$ cat src/rtl/delta_dram_write_coalescer.sv
// delta_dram_write_coalescer
// Gathers single-word writes from the output extractor into contiguous runs
// and replays each run to the DRAM controller as one burst (req/ack header
// followed by wvalid/wready beats). A run closes when it is full, when a
// non-contiguous write arrives, after an idle timeout, or on a flush.
module delta_dram_write_coalescer #(
    parameter int BURST_LEN = 8,
    parameter int TIMEOUT   = 16,
    parameter int ADDR_W    = 32,
    parameter int DATA_W    = 32
) (
    input  logic                        clock,
    input  logic                        reset,
    input  logic                        up_write,
    input  logic [ADDR_W-1:0]           up_addr,
    input  logic [DATA_W-1:0]           up_data,
    output logic                        up_write_done,
    input  logic                        up_flush,
    output logic                        flush_done,
    output logic                        dram_burst_req,
    output logic [ADDR_W-1:0]           dram_burst_addr,
    output logic [$clog2(BURST_LEN):0]  dram_burst_len,
    input  logic                        dram_burst_ack,
    output logic                        dram_wvalid,
    output logic [DATA_W-1:0]           dram_wdata,
    output logic                        dram_wlast,
    input  logic                        dram_wready,
    output logic                        err_misaligned
);
    localparam int PW = $clog2(BURST_LEN);
    localparam int CW = PW + 1;
    localparam int IW = $clog2(TIMEOUT) + 1;

    typedef enum logic [1:0] {S_COLLECT, S_REQ, S_DATA, S_FLUSH_ACK} state_t;

    state_t              state_q;
    logic [CW-1:0]       count_q;
    logic [PW-1:0]       ptr_q;
    logic [IW-1:0]       idle_q;
    logic [ADDR_W-1:0]   run_base_q;
    logic                flush_pend_q;
    logic                done_q;
    logic                err_q;
    logic [DATA_W-1:0]   buf_q [BURST_LEN];

    logic [ADDR_W-1:0]   next_addr;
    logic                pend, empty, full, accept, flush_any;
    logic                stall_jump, timeout_hit, fill_last, close_run, beat_last;

    // Word acceptance and run-closing decisions, all from current state.
    // pend excludes the done cycle so a still-held, already-accepted word is
    // neither accepted twice nor mistaken for a non-contiguous stall.
    assign next_addr   = run_base_q + ADDR_W'({count_q, 2'b00});
    assign pend        = up_write && !done_q;
    assign empty       = (count_q == '0);
    assign full        = (count_q == CW'(BURST_LEN));
    assign accept      = (state_q == S_COLLECT) && pend && !full &&
                         (empty || (up_addr == next_addr));
    assign flush_any   = flush_pend_q || up_flush;
    assign stall_jump  = !empty && pend && (up_addr != next_addr);
    assign timeout_hit = !empty && (idle_q == IW'(TIMEOUT - 1));
    assign fill_last   = accept && (count_q == CW'(BURST_LEN - 1));
    assign close_run   = (!empty && (full || stall_jump || timeout_hit || flush_any)) || fill_last;
    assign beat_last   = ({1'b0, ptr_q} == (count_q - CW'(1)));

    // Control FSM: collect -> request -> data beats -> (flush ack) -> collect.
    always_ff @(posedge clock or negedge reset) begin
        if (!reset) begin
            state_q      <= S_COLLECT;
            count_q      <= '0;
            ptr_q        <= '0;
            idle_q       <= '0;
            run_base_q   <= '0;
            flush_pend_q <= 1'b0;
            done_q       <= 1'b0;
            err_q        <= 1'b0;
        end else begin
            done_q       <= accept;
            if (accept && (up_addr[1:0] != 2'b00)) err_q <= 1'b1;
            flush_pend_q <= (flush_pend_q && (state_q != S_FLUSH_ACK)) || up_flush;
            case (state_q)
                S_COLLECT: begin
                    if (accept) begin
                        count_q <= count_q + 1'b1;
                        if (empty) run_base_q <= up_addr;
                    end
                    if (close_run) begin
                        state_q <= S_REQ;
                        idle_q  <= '0;
                    end else if (empty && flush_any) begin
                        state_q <= S_FLUSH_ACK;
                        idle_q  <= '0;
                    end else if (accept || empty) begin
                        idle_q  <= '0;
                    end else begin
                        idle_q  <= idle_q + 1'b1;
                    end
                end
                S_REQ: begin
                    if (dram_burst_ack) begin
                        state_q <= S_DATA;
                        ptr_q   <= '0;
                    end
                end
                S_DATA: begin
                    if (dram_wready) begin
                        ptr_q <= ptr_q + 1'b1;
                        if (beat_last) begin
                            count_q <= '0;
                            state_q <= flush_any ? S_FLUSH_ACK : S_COLLECT;
                        end
                    end
                end
                S_FLUSH_ACK: state_q <= S_COLLECT;
                default:     state_q <= S_COLLECT;
            endcase
        end
    end

    // Run buffer; contents are meaningless while count is zero, so no reset.
    always_ff @(posedge clock) begin
        if (accept) buf_q[count_q[PW-1:0]] <= up_data;
    end

    // Outputs are decoded straight from flops and forced to zero when idle.
    assign up_write_done   = done_q;
    assign err_misaligned  = err_q;
    assign flush_done      = (state_q == S_FLUSH_ACK);
    assign dram_burst_req  = (state_q == S_REQ);
    assign dram_burst_addr = dram_burst_req ? run_base_q : '0;
    assign dram_burst_len  = dram_burst_req ? count_q : '0;
    assign dram_wvalid     = (state_q == S_DATA);
    assign dram_wdata      = dram_wvalid ? buf_q[ptr_q] : '0;
    assign dram_wlast      = dram_wvalid && beat_last;

endmodule

$ cat config.mk
export PLATFORM = sky130hd
export DESIGN_NAME = delta_dram_write_coalescer
export DESIGN_NICKNAME = d
export VERILOG_FILES = /design/src/rtl/delta_dram_write_coalescer.sv
export SDC_FILE = /design/constraint.sdc
export NUM_CORES = 1
export LEC_CHECK = 0
export BUFFER_PORTS_ARGS = -buffer_cell sky130_fd_sc_hd__buf_4
export CAP_MARGIN = 20
export CORE_MARGIN = 2
export CORE_UTILIZATION = 45
export DETAILED_ROUTE_END_ITERATION = 8
export GPL_ROUTABILITY_DRIVEN = 0
export GPL_TIMING_DRIVEN = 1
export PLACE_DENSITY_LB_ADDON = 0.1
export SLEW_MARGIN = 30
export SYNTH_ARGS = -nofsm -noshare
export SYNTH_HDL_FRONTEND = slang
export SYNTH_SLANG_ARGS = --single-unit
export TNS_END_PERCENT = 100
$ cat constraint.sdc
create_clock -name clock -period 5.8 [get_ports clock]
set_input_delay 1.16 -clock clock [delete_from_list [all_inputs] [get_ports clock]]
set_output_delay 1.16 -clock clock [all_outputs]
set_load 0.01 [all_outputs]
==> impl_metrics.sql <==
INSERT INTO impl_metrics (metric_group, metric, value, unit) VALUES
('routing', 'route.final.wire_length', '28.3', 'mm'),
('floorplan', 'die_w', '176', 'um'),
('timing', 'period_minus_slack', '4.93', 'ns'),
('place', 'portBuffers', '143', ''),
('routing', 'route.detailed.drc', '0', ''),
('synth', 'synth-edff-count', '256', ''),
('synth', 'synthesis.area_per_instance', '16.3', 'um^2'),
('cts', 'post_cts_hold_buffer_count', '0', ''),
('min_path', 'min_from', 'idle_q[4]', ''),
('cells_and_area', 'antenna-diode-count', '0', ''),
('timing', 'timing_hold_violations_final', '0', ''),
('grt', 'grt_pass1_wl', '44.3', 'mm'),
('floorplan', 'design.core.area', '28900', 'um^2'),
('synth', 'synth_most_common_cell', 'sky130_fd_sc_hd__edfxtp_1', ''),
('timing', 'final.period_utilization', '0.851', ''),
('worst_setup_path', 'worst-r2r-cell-count', '12', ''),
('grt', 'gr-usage-all-layers', '0.187', ''),
('job', 'timing.max_cap.violations', '0', ''),
('floorplan', 'start_util', '0.460', ''),
('synth', 'synth-async-reset-ratio', '0.161', ''),
('grt', 'grt_max_degree', '50', ''),
('routing', 'met3RoutedLength', '1.43', 'mm'),
('routing', 'wl_met1', '12.8', 'mm'),
('worst_setup_path', 'worstPathRequired', '6.00', 'ns'),
('min_path', 'hold-path-endpoint', 'idle_q[4]', ''),
('cts', 'htree_num_levels', '2', ''),
('synth', 'synth_cells', '813', ''),
('synth', 'synth.top_cell.area_share', '0.579', ''),
('timing', 'clock_skew', '0.0155', 'ns'),
('routing', 'wl_per_cell', '20.5', 'um'),
('cts', 'clock_buffers_created_by_tritoncts', '34', ''),
('cells_and_area', 'fin_nets', '1050', ''),
('cts', 'clkSinkCount', '305', ''),
('worst_setup_path', 'rrSetupSlack', '0.87', 'ns'),
('grt', 'sum_of_overflow_across_all_layers_after_global_routing', '0', ''),
('routing', 'drtIter0Drc', '587', ''),
('worst_setup_path', 'cp_max_fo', '14', ''),
('cts', 'cts_repair_resize_count', '0', ''),
('cells_and_area', 'synthToLayoutAreaGrowth', '20.7', '%'),
('cts', 'post_cts.repair.setup_buffers', '0', ''),
('cts', 'clk_latency', '0.51', 'ns'),
('synth', 'synth_commonest_cells', 'sky130_fd_sc_hd__edfxtp_1 (256), sky130_fd_sc_hd__nor2_1 (71), sky130_fd_sc_hd__mux4_2 (64)', ''),
('routing', 'postRouteAntennaNets', '0', ''),
('routing', 'dr.pass1.iters', '5', ''),
('synth', 'synthesis.area', '13300', 'um^2'),
('outcome', 'run_status', 'complete, no violations', ''),
('synth', 'synthDistinctLibCells', '53', ''),
('timing', 'rsz0062_at_grt', 'false', ''),
('worst_setup_path', 'data_arrival_time_of_the_critical_path', '5.14', 'ns'),
('cts', 'cts_buffer_depth', '3', ''),
('pwr', 'power-per-cell-area', '450', 'nW/um^2'),
('pwr', 'power.ir.vdd_worst', '230', 'uV'),
('timing', 'slew_limit_headroom', '0.448', ''),
('floorplan', 'dieArea', '30900', 'um^2'),
('place', 'post-dp-hpwl', '18.5', 'mm'),
('cts', 'path_clk_slew', '0.06', 'ns'),
('timing', 'final_max_slew_viol_count', '0', ''),
('timing', 'accumulated_negative_setup_slack', '0', 'ns'),
('floorplan', 'design.portCount', '144', ''),
('synth', 'synth.top_cells.by_area', 'sky130_fd_sc_hd__edfxtp_1 (58%), sky130_fd_sc_hd__mux4_2 (11%), sky130_fd_sc_hd__dfrtp_1 (9.2%)', ''),
('timing', 'setup_violations', '0', ''),
('timing', 'maximum_operating_frequency', '203', 'MHz'),
('synth', 'postSynthRegisterBits', '305', ''),
('synth', 'syn-num-nets', '893', ''),
('min_path', 'worstHoldPathType', 'flip-flop to flip-flop', ''),
('routing', 'via_per_inst', '5.43', ''),
('floorplan', 'core.rowCount', '62', ''),
('pwr', 'power.static_leakage', '5.77', 'nW'),
('routing', 'via_count', '7492', ''),
('synth', 'synth_sequential_area_ratio', '0.671', ''),
('worst_setup_path', 'critical_path.endpoint_type', 'flip-flop', '');
## registers in the layout, indices dropped and copies added, names as in the netlist
name,cells
run_base_q,32
up_write_done,1
flush_pend_q,1
state_q,2
ptr_q,3
buf_q,256
count_q,4
err_misaligned,1
idle_q,5
## power by group
part / switching, mW / internal [mW]
Sequential: 0.394 / 2.55
Combinational: 1.02 / 1.16
Clock: 0.845 / 1.24
Total: 2.26 / 4.95
## how the worst max path moves through the flow
stage / startpoint / end
after CTS: count_q[0] / buf_q[1][25]
after floorplan: up_addr[12] / buf_q[2][0]
after global placement: count_q[0] / buf_q[3][28]
after global routing: count_q[0] / buf_q[3][28]
after detailed placement: count_q[0] / buf_q[1][27]
final: count_q[0] / buf_q[1][29]
## cell families (layout without fill, tap and decap cells)
| family | count (synthesis) | after routing | synth area share |
|---|---|---|---|
| flip-flops | 305 | 305 | 0.671 |
| AND/OR/NAND/NOR | 213 | 213 | 0.0827 |
| multiplexers | 135 | 135 | 0.165 |
| AO/OA/AOI/OAI | 57 | 57 | 0.0287 |
| buffers and inverters | 50 | 233 | 0.0143 |
| XOR/XNOR | 43 | 43 | 0.0283 |
| adder cells (fa/ha/maj) | 10 | 10 | 0.00998 |
## cells in the final DEF (no fill, tap or decap), types with 4 or more instances in the layout
| cell type | instances |
|---|---|
| sky130_fd_sc_hd__inv_1 | 10 |
| sky130_fd_sc_hd__o22ai_1 | 5 |
| sky130_fd_sc_hd__nand3_1 | 17 |
| sky130_fd_sc_hd__nor2_4 | 6 |
| sky130_fd_sc_hd__ha_1 | 9 |
| sky130_fd_sc_hd__xnor2_1 | 27 |
| sky130_fd_sc_hd__a31oi_1 | 7 |
| sky130_fd_sc_hd__nand4_1 | 11 |
| sky130_fd_sc_hd__dfrtp_1 | 46 |
| sky130_fd_sc_hd__clkbuf_16 | 35 |
| sky130_fd_sc_hd__and3_1 | 5 |
| sky130_fd_sc_hd__nor2_1 | 66 |
| sky130_fd_sc_hd__nand2_1 | 30 |
| sky130_fd_sc_hd__o21ai_0 | 4 |
| sky130_fd_sc_hd__and2_1 | 34 |
| sky130_fd_sc_hd__mux4_2 | 64 |
| sky130_fd_sc_hd__mux2_2 | 34 |
| sky130_fd_sc_hd__a21oi_1 | 18 |
| sky130_fd_sc_hd__edfxtp_1 | 256 |
| sky130_fd_sc_hd__mux2i_1 | 37 |
| sky130_fd_sc_hd__clkinv_2 | 8 |
| sky130_fd_sc_hd__clkinv_1 | 9 |
| sky130_fd_sc_hd__xor2_1 | 16 |
| sky130_fd_sc_hd__nand2b_1 | 7 |
| sky130_fd_sc_hd__nor3_1 | 6 |
| sky130_fd_sc_hd__nor2b_1 | 5 |
| sky130_fd_sc_hd__nor4_1 | 7 |
| sky130_fd_sc_hd__buf_4 | 158 |
## per-stage QoR
step / power (mW) / cell area, um^2 / utilization / worst slack (ns) / std cells
2_1_floorplan: 4.36 / 13300 / - / 0.811 / 813
3_3_place_gp: 5.20 / 14900 / 0.517 / 0.933 / 1318
3_5_place_dp: 5.21 / 14900 / 0.517 / 0.848 / 1318
4_1_cts: 7.32 / 16000 / 0.555 / 0.820 / 1380
5_1_grt: 7.62 / 16000 / 0.556 / 0.536 / 1380
6_report: 7.21 / 16000 / 0.556 / 0.866 / 1380
## area by class of cell
cell class              count  area (um^2)
fillers                  2332        12800
repair buffers            161         1250
inverters                  10         37.5
clock buffers              38          887
clock inverters            24          208
well taps                 384          480
flip-flops and latches    305         8920
multi-input cells         458         4250
## layer usage
layer | vias to the layer above | track usage
met1 | 3790 | 0.267
met2 | 190 | 0.302
met3 | 31 | 0.0346
met4 | 0 | 0.0434
met5 | - | 0
li1 | 3481 | -
## critical path, stage by stage (launching register included)
cell                        delay (ns)
sky130_fd_sc_hd__dfrtp_1          0.66
sky130_fd_sc_hd__ha_1             0.30
sky130_fd_sc_hd__fa_1             0.44
sky130_fd_sc_hd__xor2_1           0.17
sky130_fd_sc_hd__nor4_1           0.40
sky130_fd_sc_hd__o2111ai_1        0.18
sky130_fd_sc_hd__nor4_1           0.25
sky130_fd_sc_hd__nand4_1          0.14
sky130_fd_sc_hd__or4_4            0.56
sky130_fd_sc_hd__o31a_1           0.39
sky130_fd_sc_hd__or2_1            0.39
sky130_fd_sc_hd__nor2_4           0.45
sky130_fd_sc_hd__buf_4            0.28
Power figures use the tool's default switching activity.
